**config.mk**
```make
export PLATFORM = sky130hd
export DESIGN_NAME = friscv_dispensador_fd_flat
export DESIGN_NICKNAME = d
export VERILOG_FILES = /design/src/rtl/friscv_dispensador_fd_pkg.sv /design/src/rtl/friscv_dispensador_fd_if.sv /design/src/rtl/friscv_dispensador_fd_filtro_copo.sv /design/src/rtl/friscv_dispensador_fd.sv /design/src/flat_wrapper.sv
export SDC_FILE = /design/constraint.sdc
export NUM_CORES = 1
export LEC_CHECK = 0
export BUFFER_PORTS_ARGS = -buffer_cell sky130_fd_sc_hd__buf_2
export CAP_MARGIN = 40
export CORE_MARGIN = 5
export CORE_UTILIZATION = 25
export CTS_CLUSTER_DIAMETER = 60
export DETAILED_ROUTE_END_ITERATION = 8
export PLACE_DENSITY = 0.46
export SYNTH_ARGS = -nofsm -noshare
export SYNTH_HDL_FRONTEND = slang
export SYNTH_HIERARCHICAL = 1
export SYNTH_SLANG_ARGS = --single-unit
```
**constraint.sdc**
```tcl
create_clock -name clock -period 2.8 [get_ports clock]
set_input_delay 0.56 -clock clock [delete_from_list [all_inputs] [get_ports clock]]
set_output_delay 0.56 -clock clock [all_outputs]
set_load 0.02 [all_outputs]
```
**src/rtl/friscv_dispensador_fd_pkg.sv**
```systemverilog
// Shared state codes, widths and small helpers for the Frisc-V juice dispenser controller.
package friscv_dispensador_fd_pkg;

    localparam int ESTADO_W  = 4;
    localparam int MEDIDA_W  = 12;
    localparam int SEG_W     = 8;
    localparam int MAX_SUCOS = 8;

    typedef enum logic [ESTADO_W-1:0] {
        DESLIGADO   = 4'd0,
        OCIOSO      = 4'd1,
        ESPERA_COPO = 4'd2,
        BOMBEANDO   = 4'd3,
        PAUSADO     = 4'd4,
        CONCLUIDO   = 4'd5,
        ABORTADO    = 4'd6
    } estado_t;

    function automatic logic estado_ocupado(input estado_t e);
        case (e)
            ESPERA_COPO, BOMBEANDO, PAUSADO, CONCLUIDO: estado_ocupado = 1'b1;
            default:                                    estado_ocupado = 1'b0;
        endcase
    endfunction

    // Lowest set bit wins when several buttons rise together.
    function automatic logic [2:0] menor_indice(input logic [MAX_SUCOS-1:0] v);
        menor_indice = 3'd0;
        for (int i = MAX_SUCOS - 1; i >= 0; i--) begin
            if (v[i]) menor_indice = 3'(i);
            else      menor_indice = menor_indice;
        end
    endfunction

endpackage

```
**src/rtl/friscv_dispensador_fd_if.sv**
```systemverilog
// Link to the HC-SR04 distance interface: measurement request out, distance and ready pulse back.
interface friscv_dispensador_fd_if;
    import friscv_dispensador_fd_pkg::*;

    logic                medir;
    logic [MEDIDA_W-1:0] medida;
    logic                medida_pronto;

    modport master (output medir, input medida, input medida_pronto);
    modport slave  (input medir, output medida, output medida_pronto);
endinterface

```
**src/rtl/friscv_dispensador_fd_filtro_copo.sv**
```systemverilog
// Cup-presence debounce: threshold each distance sample and flip the state only after a run of
// N_FILTRO consecutive samples that disagree with the current state.
module friscv_dispensador_fd_filtro_copo
    import friscv_dispensador_fd_pkg::*;
#(
    parameter int LIMIAR_CM = 5,
    parameter int N_FILTRO  = 3
) (
    input  logic                clock,
    input  logic                reset,
    input  logic [MEDIDA_W-1:0] medida,
    input  logic                medida_pronto,
    output logic                copo_posicionado
);
    localparam int RUN_W = (N_FILTRO > 1) ? $clog2(N_FILTRO + 1) : 1;

    logic [RUN_W-1:0] run_r;
    logic             copo_r;
    logic             amostra_s;

    assign amostra_s        = (medida <= MEDIDA_W'(LIMIAR_CM));
    assign copo_posicionado = copo_r;

    // Count disagreeing samples; a sample matching the current state breaks the run.
    always_ff @(posedge clock or negedge reset) begin
        if (!reset) begin
            run_r  <= '0;
            copo_r <= 1'b0;
        end else if (medida_pronto) begin
            if (amostra_s == copo_r) begin
                run_r <= '0;
            end else if (run_r == RUN_W'(N_FILTRO - 1)) begin
                copo_r <= amostra_s;
                run_r  <= '0;
            end else begin
                run_r <= run_r + RUN_W'(1);
            end
        end
    end

endmodule

```
**src/rtl/friscv_dispensador_fd.sv**
```systemverilog
// Frisc-V dispenser controller: measurement scheduling, button capture, dose timing with
// pause-on-cup-removal and timeout abort, one pump enable per juice channel.
module friscv_dispensador_fd
    import friscv_dispensador_fd_pkg::*;
#(
    parameter int N_SUCOS        = 2,
    parameter int CICLOS_SEG     = 50_000_000,
    parameter int PERIODO_MEDIDA = 5_000_000,
    parameter int LIMIAR_CM      = 5,
    parameter int N_FILTRO       = 3,
    parameter int DOSE_SEG       = 4,
    parameter int TIMEOUT_SEG    = 10
) (
    input  logic                   clock,
    input  logic                   reset,
    input  logic                   liga,
    input  logic [N_SUCOS-1:0]     botoes,
    friscv_dispensador_fd_if.master sensor,
    output logic [N_SUCOS-1:0]     bomba,
    output logic                   copo_posicionado,
    output logic                   ocupado,
    output logic                   fim_dose,
    output logic                   erro_abort,
    output logic [ESTADO_W-1:0]    db_estado,
    output logic [SEG_W-1:0]       db_segundos
);
    localparam int TO_CICLOS = TIMEOUT_SEG * CICLOS_SEG;
    localparam int PRE_W     = (CICLOS_SEG > 1) ? $clog2(CICLOS_SEG) : 1;
    localparam int MED_W     = (PERIODO_MEDIDA > 1) ? $clog2(PERIODO_MEDIDA) : 1;
    localparam int TO_W      = (TO_CICLOS > 1) ? $clog2(TO_CICLOS) : 1;
    localparam logic [N_SUCOS-1:0] BOMBA_UM = N_SUCOS'(1);

    estado_t             state_r;
    logic [2:0]          canal_r;
    logic [PRE_W-1:0]    pre_r;
    logic [SEG_W-1:0]    seg_r;
    logic [TO_W-1:0]     to_r;
    logic [MED_W-1:0]    med_cnt_r;
    logic                medir_r;
    logic [N_SUCOS-1:0]  bomba_r;
    logic                fim_r;
    logic                erro_r;
    logic [N_SUCOS-1:0]  botoes_ant_r;
    logic [N_SUCOS-1:0]  subida_s;
    logic                copo_s;
    logic                tick_s;
    logic                to_fim_s;
    logic [SEG_W-1:0]    seg_inc_s;
    logic                dose_ok_s;

    friscv_dispensador_fd_filtro_copo #(
        .LIMIAR_CM (LIMIAR_CM),
        .N_FILTRO  (N_FILTRO)
    ) u_filtro (
        .clock            (clock),
        .reset            (reset),
        .medida           (sensor.medida),
        .medida_pronto    (sensor.medida_pronto),
        .copo_posicionado (copo_s)
    );

    assign subida_s  = botoes & ~botoes_ant_r;
    assign tick_s    = (pre_r == PRE_W'(CICLOS_SEG - 1));
    assign to_fim_s  = (to_r == TO_W'(TO_CICLOS - 1));
    assign seg_inc_s = (seg_r == 8'hFF) ? seg_r : seg_r + 8'd1;
    assign dose_ok_s = (seg_inc_s == SEG_W'(DOSE_SEG));

    // Pump enables also gate on liga so a power-off cuts them without waiting for a clock edge.
    assign bomba            = bomba_r & {N_SUCOS{liga}};
    assign copo_posicionado = copo_s;
    assign ocupado          = estado_ocupado(state_r);
    assign fim_dose         = fim_r;
    assign erro_abort       = erro_r;
    assign db_estado        = state_r;
    assign db_segundos      = seg_r;
    assign sensor.medir     = medir_r;

    // Periodic measurement request, restarting its phase whenever liga rises.
    always_ff @(posedge clock or negedge reset) begin
        if (!reset) begin
            med_cnt_r <= '0;
            medir_r   <= 1'b0;
        end else if (!liga) begin
            med_cnt_r <= '0;
            medir_r   <= 1'b0;
        end else if (med_cnt_r == MED_W'(PERIODO_MEDIDA - 1)) begin
            med_cnt_r <= '0;
            medir_r   <= 1'b1;
        end else begin
            med_cnt_r <= med_cnt_r + MED_W'(1);
            medir_r   <= 1'b0;
        end
    end

    // Previous button levels for rising-edge detection.
    always_ff @(posedge clock or negedge reset) begin
        if (!reset) botoes_ant_r <= '0;
        else        botoes_ant_r <= botoes;
    end

    // Dispenser FSM with dose prescaler, seconds, timeout and registered pump/pulse outputs.
    always_ff @(posedge clock or negedge reset) begin
        if (!reset) begin
            state_r <= DESLIGADO;
            canal_r <= 3'd0;
            pre_r   <= '0;
            seg_r   <= '0;
            to_r    <= '0;
            bomba_r <= '0;
            fim_r   <= 1'b0;
            erro_r  <= 1'b0;
        end else begin
            fim_r  <= 1'b0;
            erro_r <= 1'b0;
            if (!liga) begin
                state_r <= DESLIGADO;
                bomba_r <= '0;
            end else begin
                case (state_r)
                    DESLIGADO: state_r <= OCIOSO;
                    OCIOSO: begin
                        if (|subida_s) begin
                            state_r <= ESPERA_COPO;
                            canal_r <= menor_indice(MAX_SUCOS'(subida_s));
                            pre_r   <= '0;
                            seg_r   <= '0;
                            to_r    <= '0;
                        end
                    end
                    ESPERA_COPO, PAUSADO: begin
                        if (copo_s) begin
                            state_r <= BOMBEANDO;
                            bomba_r <= BOMBA_UM << canal_r;
                        end else if (to_fim_s) begin
                            state_r <= ABORTADO;
                            erro_r  <= 1'b1;
                        end else begin
                            to_r <= to_r + TO_W'(1);
                        end
                    end
                    BOMBEANDO: begin
                        // The cycle that sees the cup fall still pumped, so its tick counts.
                        if (tick_s) begin
                            pre_r <= '0;
                            seg_r <= seg_inc_s;
                        end else begin
                            pre_r <= pre_r + PRE_W'(1);
                        end
                        if (tick_s && dose_ok_s) begin
                            state_r <= CONCLUIDO;
                            bomba_r <= '0;
                            fim_r   <= 1'b1;
                        end else if (!copo_s) begin
                            state_r <= PAUSADO;
                            bomba_r <= '0;
                            to_r    <= '0;
                        end
                    end
                    CONCLUIDO: begin
                        if (!copo_s) state_r <= OCIOSO;
                    end
                    ABORTADO: state_r <= OCIOSO;
                    default: begin
                        state_r <= DESLIGADO;
                        bomba_r <= '0;
                    end
                endcase
            end
        end
    end

endmodule
```
**src/flat_wrapper.sv**
```systemverilog
// flat-port wrapper written by rule: the top's interface ports become plain ports
module friscv_dispensador_fd_flat import friscv_dispensador_fd_pkg::*;
#(
    parameter int N_SUCOS        = 2,
    parameter int CICLOS_SEG     = 50_000_000,
    parameter int PERIODO_MEDIDA = 5_000_000,
    parameter int LIMIAR_CM      = 5,
    parameter int N_FILTRO       = 3,
    parameter int DOSE_SEG       = 4,
    parameter int TIMEOUT_SEG    = 10
)
  (clock, reset, liga, botoes, bomba, copo_posicionado, ocupado, fim_dose, erro_abort, db_estado, db_segundos, sensor_medir, sensor_medida, sensor_medida_pronto);
  friscv_dispensador_fd_if sensor_i ();
  input  logic clock;
  input  logic reset;
  input  logic liga;
  input  logic [N_SUCOS-1:0] botoes;
  output logic [N_SUCOS-1:0] bomba;
  output logic copo_posicionado;
  output logic ocupado;
  output logic fim_dose;
  output logic erro_abort;
  output logic [ESTADO_W-1:0] db_estado;
  output logic [SEG_W-1:0] db_segundos;
  output wire logic [$bits(sensor_i.medir)-1:0] sensor_medir;
  input wire logic [$bits(sensor_i.medida)-1:0] sensor_medida;
  input wire logic [$bits(sensor_i.medida_pronto)-1:0] sensor_medida_pronto;
  assign sensor_medir = sensor_i.medir;
  assign sensor_i.medida = sensor_medida;
  assign sensor_i.medida_pronto = sensor_medida_pronto;
  friscv_dispensador_fd #(.N_SUCOS(N_SUCOS), .CICLOS_SEG(CICLOS_SEG), .PERIODO_MEDIDA(PERIODO_MEDIDA), .LIMIAR_CM(LIMIAR_CM), .N_FILTRO(N_FILTRO), .DOSE_SEG(DOSE_SEG), .TIMEOUT_SEG(TIMEOUT_SEG)) u_core (.clock(clock), .reset(reset), .liga(liga), .botoes(botoes), .sensor(sensor_i), .bomba(bomba), .copo_posicionado(copo_posicionado), .ocupado(ocupado), .fim_dose(fim_dose), .erro_abort(erro_abort), .db_estado(db_estado), .db_segundos(db_segundos));
endmodule
```
==> impl_summary.log, run 1 <==
INFO  metric biggest_area_consumer_among_synthesized_cells = sky130_fd_sc_hd__dfrtp_1
INFO  metric path_clk_slew = 0.07 ns
INFO  metric post_route_minimum_period = 2.51 ns
INFO  metric postSynth.asyncResetShare = 100%
INFO  metric drt-total-wl = 15700 um
INFO  metric route.antenna.remaining_nets = 0
INFO  metric critical-path-top-delay-family = simple AND/OR/NAND/NOR gates
INFO  metric maxClockFrequency = 0.399 GHz
INFO  metric fp.dieH = 162 um
INFO  metric maximum_vdd_drop = 0.284 mV
INFO  metric final_layout_net_count = 732
INFO  metric fin_hold_ws = 0.240 ns
INFO  metric floorplan.initialDensity = 25.5%
INFO  metric placement_rows = 55
INFO  metric detailedRoute.firstPassIterationCount = 6
INFO  metric synth-seq-area-share = 43.1%
INFO  metric internal_power = 0.00269 W
INFO  metric normalized_max_slew_margin = 49.4%
INFO  metric layout-drive-gt1-share = 16.4%
INFO  metric synth_top_cells_by_area = sky130_fd_sc_hd__dfrtp_1 (43%), sky130_fd_sc_hd__o21ai_0 (4.5%), sky130_fd_sc_hd__nor2_1 (4.2%)
INFO  metric worst_path_max_delay_cell = sky130_fd_sc_hd__dfrtp_1
INFO  metric total_grt_overflow = 0
INFO  metric numPortBuffers = 34
INFO  metric tritoncts = done
INFO  metric pre_cts_ws = 0.302 ns
INFO  metric area_growth_syn_to_layout = 17.8%
INFO  metric post-route-period-util = 89.5%
INFO  metric cp.arrival = 2.74 ns
INFO  metric timing.critical_path.slowest_cell_delay = 0.43 ns
INFO  metric grt_setup_unrepaired = false
INFO  metric switchingPower = 0.00136 W
INFO  metric layout.filler_cells = 2403
INFO  metric highest_count_cells_in_the_layout_ignoring_fill_and_taps = sky130_fd_sc_hd__dfrtp_1 (100), sky130_fd_sc_hd__nor2_1 (65), sky130_fd_sc_hd__nand2_1 (60)
INFO  metric comb_power_share = 26.3%
INFO  metric numClockSinks = 100
INFO  metric maximum_number_of_buffers_from_clock_root_to_sink = 2
INFO  metric timing_worst_setup_path_type = reg -> reg
INFO  metric place.gp.congestion = 0.790
INFO  metric power_frac_clock = 33.7%
INFO  metric clk_latency = 0.36 ns
INFO  metric setup-tns-final = 0 ns
INFO  metric detailedPlacementHpwl = 11300 um
INFO  metric finalHoldViolCount = 0
INFO  metric power.leakage = 2.87 nW
INFO  metric worst_slew_pin_slew = 0.757 ns
INFO  metric tightest_hold_check_type = in -> async
INFO  metric cts-buffers-inserted = 9
INFO  metric die-width = 162 um
INFO  metric timing.critical_path.fanout_max = 5
INFO  metric synthesis.area_per_instance = 8.87 um^2
INFO  metric timing.critical_path.required = 3.04 ns
INFO  metric critical_path_start_type = flop
INFO  metric drt_iter0_drc = 312
INFO  metric switching_share = 33.6%
INFO  metric dr_total_vias = 5053
INFO  metric syn-cell-area = 5800 um^2
INFO  metric cts.repair.resized = 0
INFO  metric report.final.slew_viol_count = 0
INFO  metric cts_max_level = 3
INFO  metric synth_top_flop_cell = sky130_fd_sc_hd__dfrtp_1
INFO  metric avgViaCountPerCell = 4.92
INFO  metric fin_worst_skew = 0.00978 ns
INFO  metric most_common_cell_after_layout_fill_and_taps_aside = sky130_fd_sc_hd__dfrtp_1
INFO  metric least_setup_slack_across_all_paths_after_layout = 0.295 ns
INFO  metric ios = 37
INFO  metric synth_enable_flop_cells = 0
INFO  metric grt_pass1_vias = 4861
INFO  metric outcome = completed
INFO  metric hold_buffers = 0
INFO  metric sequentialPowerShare = 39.9%
INFO  metric route.detailed.drc = 0
INFO  metric wire_length_of_the_first_global_routing_pass = 26000 um
INFO  metric power.density_cell_area = 592 nW/um^2
INFO  metric timing.critical_path.cells = ha_1 > xnor2_1 > nor4_1 > o211ai_1 > or2_2 > a31oi_1 > mux2_2
INFO  metric coreArea = 22800 um^2
INFO  metric grt_use_total = 12.1%
INFO  metric finalSetupViolations = 0
INFO  metric number_of_distinct_library_cell_variants_in_the_gate_level_netlist_after_synthesis = 67
INFO  metric ys.warnings.count = 6
INFO  metric synth-seq-cells = 100
INFO  metric synthCells = 654
INFO  metric detail_route.wl_per_cell = 15.3 um
INFO  metric post-synth-top-area-fraction = 43.1%
INFO  metric timing.critical_path.buf_inv = 0
INFO  metric postCtsSetupRepairBufs = 0
INFO  metric total_power = 0.00405 W
INFO  metric max_cap_violations = 0
INFO  metric antenna_found_initial = 1
INFO  metric mappedNetlistNets = 676
INFO  metric cts_root_buffer = sky130_fd_sc_hd__clkbuf_16
INFO  metric die_ar = 26400 um^2
INFO  metric diodes = 0
INFO  metric grt_max_degree = 49
INFO  metric end_kind = flop
cells by family (layout without fill, tap and decap cells):
| logic type | count (synthesis) | count (layout) | synth area share [%] |
|---|---|---|---|
| AOI/OAI and AO/OA | 152 | 152 | 17.2 |
| buffers and inverters | 37 | 98 | 3.52 |
| muxes | 4 | 4 | 0.733 |
| adders and majority gates | 4 | 4 | 0.863 |
| and+or+nand+nor | 328 | 328 | 30.3 |
| xor gates and xnor gates | 28 | 28 | 4.23 |
| DFF | 100 | 100 | 43.1 |
| other | 1 | 1 | 0.0646 |
power groups by stage:
stage          registers (W)  clock network (W)  logic, W
5_1_grt              0.00163            0.00146   0.00119
2_1_floorplan        0.00163                  0  0.000658
3_3_place_gp         0.00164                  0   0.00107
4_1_cts              0.00162            0.00141   0.00107
3_5_place_dp         0.00164                  0   0.00107
6_report             0.00162            0.00137   0.00107
worst reg2reg max path, stage by stage (launching register included):
cell and delay [ns]:
sky130_fd_sc_hd__dfrtp_1 0.43, sky130_fd_sc_hd__ha_1 0.28, sky130_fd_sc_hd__xnor2_1 0.15, sky130_fd_sc_hd__nor4_1 0.28
sky130_fd_sc_hd__o211ai_1 0.24, sky130_fd_sc_hd__or2_2 0.36, sky130_fd_sc_hd__a31oi_1 0.28, sky130_fd_sc_hd__mux2_2 0.37
Yosys cell counts, types with 13 or more instances:
cell	number
sky130_fd_sc_hd__nor2b_1	13
sky130_fd_sc_hd__a21oi_1	21
sky130_fd_sc_hd__nor2_1	65
sky130_fd_sc_hd__xor2_1	22
sky130_fd_sc_hd__nor3_1	27
sky130_fd_sc_hd__nand4_1	23
sky130_fd_sc_hd__o21ai_0	52
sky130_fd_sc_hd__nand3_1	44
sky130_fd_sc_hd__nand2_1	60
sky130_fd_sc_hd__clkbuf_1	13
sky130_fd_sc_hd__and3_1	22
sky130_fd_sc_hd__dfrtp_1	100
sky130_fd_sc_hd__o31ai_1	30
final timing paths:
path	from	end	slack (ns)	depth (start not counted)
setup / recovery	u_core/db_segundos[1]	u_core/bomba_r[1]	0.29	7
hold / removal	reset	u_core/erro_abort	0.24	1
setup reg to reg	u_core/db_segundos[1]	u_core/bomba_r[1]	0.29	7
hold reg to reg	u_core/to_r[18]	u_core/to_r[18]	0.49	1
max in group asynchronous	reset	u_core/fim_dose	1.88	2
min in group clock	botoes[1]	u_core/botoes_ant_r[1]	0.32	1
per-layer routing:
metal / vias up / global-route usage, % / share of wire, %
li1: 2528 / - / -
met1: 2438 / 16.9 / 50
met2: 68 / 18.9 / 46
met3: 17 / 2.73 / 3.4
met4: 2 / 3.15 / 1.3
met5: - / 0 / 0.083
cell type report:
class / count / area [um^2] / area share, %
Multi-Input combinational cell: 517 / 3100 / 45.4
Sequential cell: 100 / 2500 / 36.6
Timing Repair Buffer: 75 / 493 / 7.21
Tap cell: 313 / 392 / 5.73
Clock buffer: 10 / 229 / 3.35
Clock inverter: 6 / 88.8 / 1.30
Inverter: 7 / 26.3 / 0.384
sequential cells by signal, indices dropped and copies added, names as in the netlist:
signal and flops:
u_core/bomba_r 2, u_core/botoes_ant_r 2, u_core/canal_r 1, u_core/db_estado 3
u_core/db_segundos 8, u_core/erro_abort 1, u_core/fim_dose 1, u_core/med_cnt_r 23
u_core/pre_r 26, u_core/sensor.medir 1, u_core/to_r 29, u_core/u_filtro/copo_posicionado 1
u_core/u_filtro/run_r 2
per-stage QoR:
| step | instance area, um^2 | instances | util, % |
|---|---|---|---|
| floorplan | 5800 | 654 | - |
| global placement | 6520 | 1012 | 28.6 |
| detailed placement | 6520 | 1012 | 28.6 |
| CTS | 6830 | 1028 | 30.0 |
| global route | 6830 | 1028 | 30.0 |
| finish | 6830 | 1028 | 30.0 |
Power figures use the tool's default switching activity.
==> run 2, diff against run 1 <==
Settings changed: CORE_MARGIN 5 to unset.
==> run 2 against run 1 <==
Effect of this change:
- setup slack improved by 0.047 ns
- maximum frequency rose by 1.9%
- global-route usage increased by 1.3 points
- routed wire length shrank 3.4%
- total power down 1.4%
- core utilization fell by 0.36 points
- critical path depth stayed put
- first-iteration DRC count decreased by 1.6%
- largest cell class unchanged
- largest power group unchanged
- highest routed layer unchanged
==> impl_summary.log, run 2 (synthesized netlist as in run 1, its figures left out) <==
INFO  metric post-route-period-util = 87.8% (-1.7 points)
INFO  metric numClockSinks = 100 (unchanged)
INFO  metric postCtsSetupRepairBufs = 0 (unchanged)
INFO  metric largest_register_ffs = 29 (unchanged)
INFO  metric detailedPlacementHpwl = 10700 um (-5.0%)
INFO  metric grt_use_total = 13.4% (+1.3 points)
INFO  metric maximum_number_of_buffers_from_clock_root_to_sink = 2 (unchanged)
INFO  metric maximum_vdd_drop = 0.334 mV (+18%)
INFO  metric fin_worst_skew = 0.00714 ns (-0.00264 ns)
INFO  metric die_ar = 23800 um^2 (-9.6%)
INFO  metric utilization = 29.6% (-0.36 points)
INFO  metric end_kind = flop
INFO  metric diodes = 0 (unchanged)
INFO  metric numPortBuffers = 34 (unchanged)
INFO  metric cts-buffers-inserted = 9 (unchanged)
INFO  metric highest_count_cells_in_the_layout_ignoring_fill_and_taps = sky130_fd_sc_hd__dfrtp_1 (100), sky130_fd_sc_hd__nor2_1 (65), sky130_fd_sc_hd__nand2_1 (60)
INFO  metric critical_path_start_type = flop
INFO  metric placement_rows = 55 (unchanged)
INFO  metric tightest_hold_check_type = in -> async
INFO  metric cts_root_buffer = sky130_fd_sc_hd__clkbuf_16
INFO  metric hold_buffers = 0 (unchanged)
INFO  metric sequentialPowerShare = 40.0% (about the same)
INFO  metric timing.critical_path.slowest_cell_delay = 0.52 ns (+0.09 ns)
INFO  metric layout.filler_cells = 2443 (+1.7%)
INFO  metric finalHoldViolCount = 0 (unchanged)
INFO  metric timing_worst_setup_path_type = reg -> reg
INFO  metric cp.arrival = 2.73 ns (about the same)
INFO  metric placedCellCount = 975 (-3.7%)
INFO  metric antenna_found_initial = 1 (unchanged)
INFO  metric setup-tns-final = 0 ns (unchanged)
INFO  metric power_frac_clock = 34.3% (+0.6 points)
INFO  metric avgViaCountPerCell = 5.05 (+2.7%)
INFO  metric reg_to_reg_critical_path_startpoint = u_core/pre_r[11]
INFO  metric outcome = completed
INFO  metric power.leakage = 2.83 nW (-1.3%)
INFO  metric timing.critical_path.fanout_max = 12 (+7)
INFO  metric drt_iter0_drc = 307 (-1.6%)
INFO  metric power.density_cell_area = 593 nW/um^2 (+0.13%)
INFO  metric maxClockFrequency = 0.407 GHz (+1.9%)
INFO  metric internal_power = 0.00266 W (-0.85%)
INFO  metric timing.critical_path.cells = buf_4 > nor4b_1 > and4b_1 > a21o_1 > and2_1 > nand3_1 > o21ai_0
INFO  metric grt_max_degree = 48 (-2.0%)
INFO  metric worst_setup_path_startpoint = u_core/pre_r[11]
INFO  metric comb_power_share = 25.7% (-0.6 points)
INFO  metric largestRegisters = u_core/to_r: 29 flops, u_core/pre_r: 26 flops, u_core/med_cnt_r: 23 flops
INFO  metric switchingPower = 0.00133 W (-2.3%)
INFO  metric floorplan.initialDensity = 25.5% (+0.077 points)
INFO  metric most_common_cell_after_layout_fill_and_taps_aside = sky130_fd_sc_hd__dfrtp_1
INFO  metric dr_total_vias = 5002 (-1.0%)
INFO  metric finalSetupViolations = 0 (unchanged)
INFO  metric normalized_max_slew_margin = 56.3% (+7.0 points)
INFO  metric tritoncts = done
INFO  metric grt_pass1_vias = 4817 (-0.91%)
INFO  metric detailedRoute.firstPassIterationCount = 5 (-1)
INFO  metric route.antenna.remaining_nets = 0 (unchanged)
INFO  metric cts.repair.resized = 0 (unchanged)
INFO  metric drt-total-wl = 15200 um (-3.4%)
INFO  metric timing.critical_path.buf_inv = 1 (+1)
INFO  metric post_route_minimum_period = 2.46 ns (-0.0471 ns)
INFO  metric detail_route.wl_per_cell = 15.3 um (+0.24%)
INFO  metric ios = 37 (unchanged)
INFO  metric worst_slew_pin_slew = 0.652 ns (-0.104 ns)
INFO  metric clk_latency = 0.36 ns (about the same)
INFO  metric path_clk_slew = 0.07 ns (about the same)
INFO  metric switching_share = 33.3% (-0.33 points)
INFO  metric coreArea = 22700 um^2 (-0.30%)
INFO  metric final_layout_net_count = 723 (-1.2%)
INFO  metric wire_length_of_the_first_global_routing_pass = 25500 um (-2.0%)
INFO  metric timing.critical_path.required = 3.07 ns (+0.03 ns)
INFO  metric worst_path_max_delay_cell = sky130_fd_sc_hd__and2_1
INFO  metric fp.dieH = 154 um (-4.9%)
INFO  metric place.gp.congestion = 0.816 (+3.4%)
INFO  metric stdcell_count = 991 (-3.6%)
INFO  metric regMostFlops = u_core/to_r
INFO  metric report.final.slew_viol_count = 0 (unchanged)
INFO  metric critical-path-top-delay-family = simple AND/OR/NAND/NOR gates
INFO  metric area_growth_syn_to_layout = 16.0%
INFO  metric grt_setup_unrepaired = false
INFO  metric layout-drive-gt1-share = 15.2% (-1.2 points)
INFO  metric total_grt_overflow = 0 (unchanged)
INFO  metric max_cap_violations = 0 (unchanged)
INFO  metric route.detailed.drc = 0 (unchanged)
INFO  metric die-width = 154 um (-4.9%)
INFO  metric cts_max_level = 3 (unchanged)
==> run 2: changes by cell type in the layout (fill, tap and decap cells not counted), sizes merged <==
cell,before,now
clkinvlp,2,1
buf,75,66
clkbuf,10,12
clkinv,2,1
==> run 2: worst paths after layout <==
check,end,slack (ns),cells past startpoint
setup / recovery,u_core/db_segundos[1],0.34,7
hold / removal,u_core/to_r[5],0.17,1
setup reg to reg,u_core/db_segundos[1],0.34,7
hold reg to reg,u_core/to_r[19],0.48,1
max in group asynchronous,u_core/pre_r[2],1.93,2
min in group clock,u_core/botoes_ant_r[1],0.32,1
==> run 2: final cells by class <==
cell class | instances | area [um^2] | share of cell area [%]
Multi-Input combinational cell | 517 | 3100 | 46.1
Clock inverter | 4 | 72.6 | 1.08
Inverter | 7 | 26.3 | 0.390
Tap cell | 285 | 357 | 5.30
Timing Repair Buffer | 66 | 425 | 6.32
Sequential cell | 100 | 2500 | 37.2
Clock buffer | 12 | 246 | 3.66
==> run 2: power by group through the flow <==
stage                     clock (W)  sequential [W]  combinational [W]
after floorplan                   0         0.00163           0.000658
after global placement            0         0.00162            0.00103
after detailed placement          0         0.00162            0.00103
after CTS                   0.00144         0.00159            0.00104
after global routing        0.00149         0.00161            0.00113
final                       0.00137         0.00160            0.00103
==> run 2: per-stage QoR <==
step                      instance area (um^2)  power, W  hold WS (ns)  setup slack [ns]
after floorplan                           5800   0.00229         0.264             0.443
after global placement                    6410   0.00265         0.470             0.336
after detailed placement                  6410   0.00265         0.475             0.350
after CTS                                 6730   0.00407         0.181             0.318
after global routing                      6730   0.00423         0.201            0.0823
final                                     6730   0.00399         0.169             0.342
==> run 2: layer usage <==
metal	track usage [%]	wire [um]	vias up	part of all wire, %
met5	0	10	-	0.066
met4	3.72	180	2	1.2
met1	17.9	7530	2426	49
met2	21.5	7040	40	46
li1	-	-	2522	-
met3	3.47	444	12	2.9
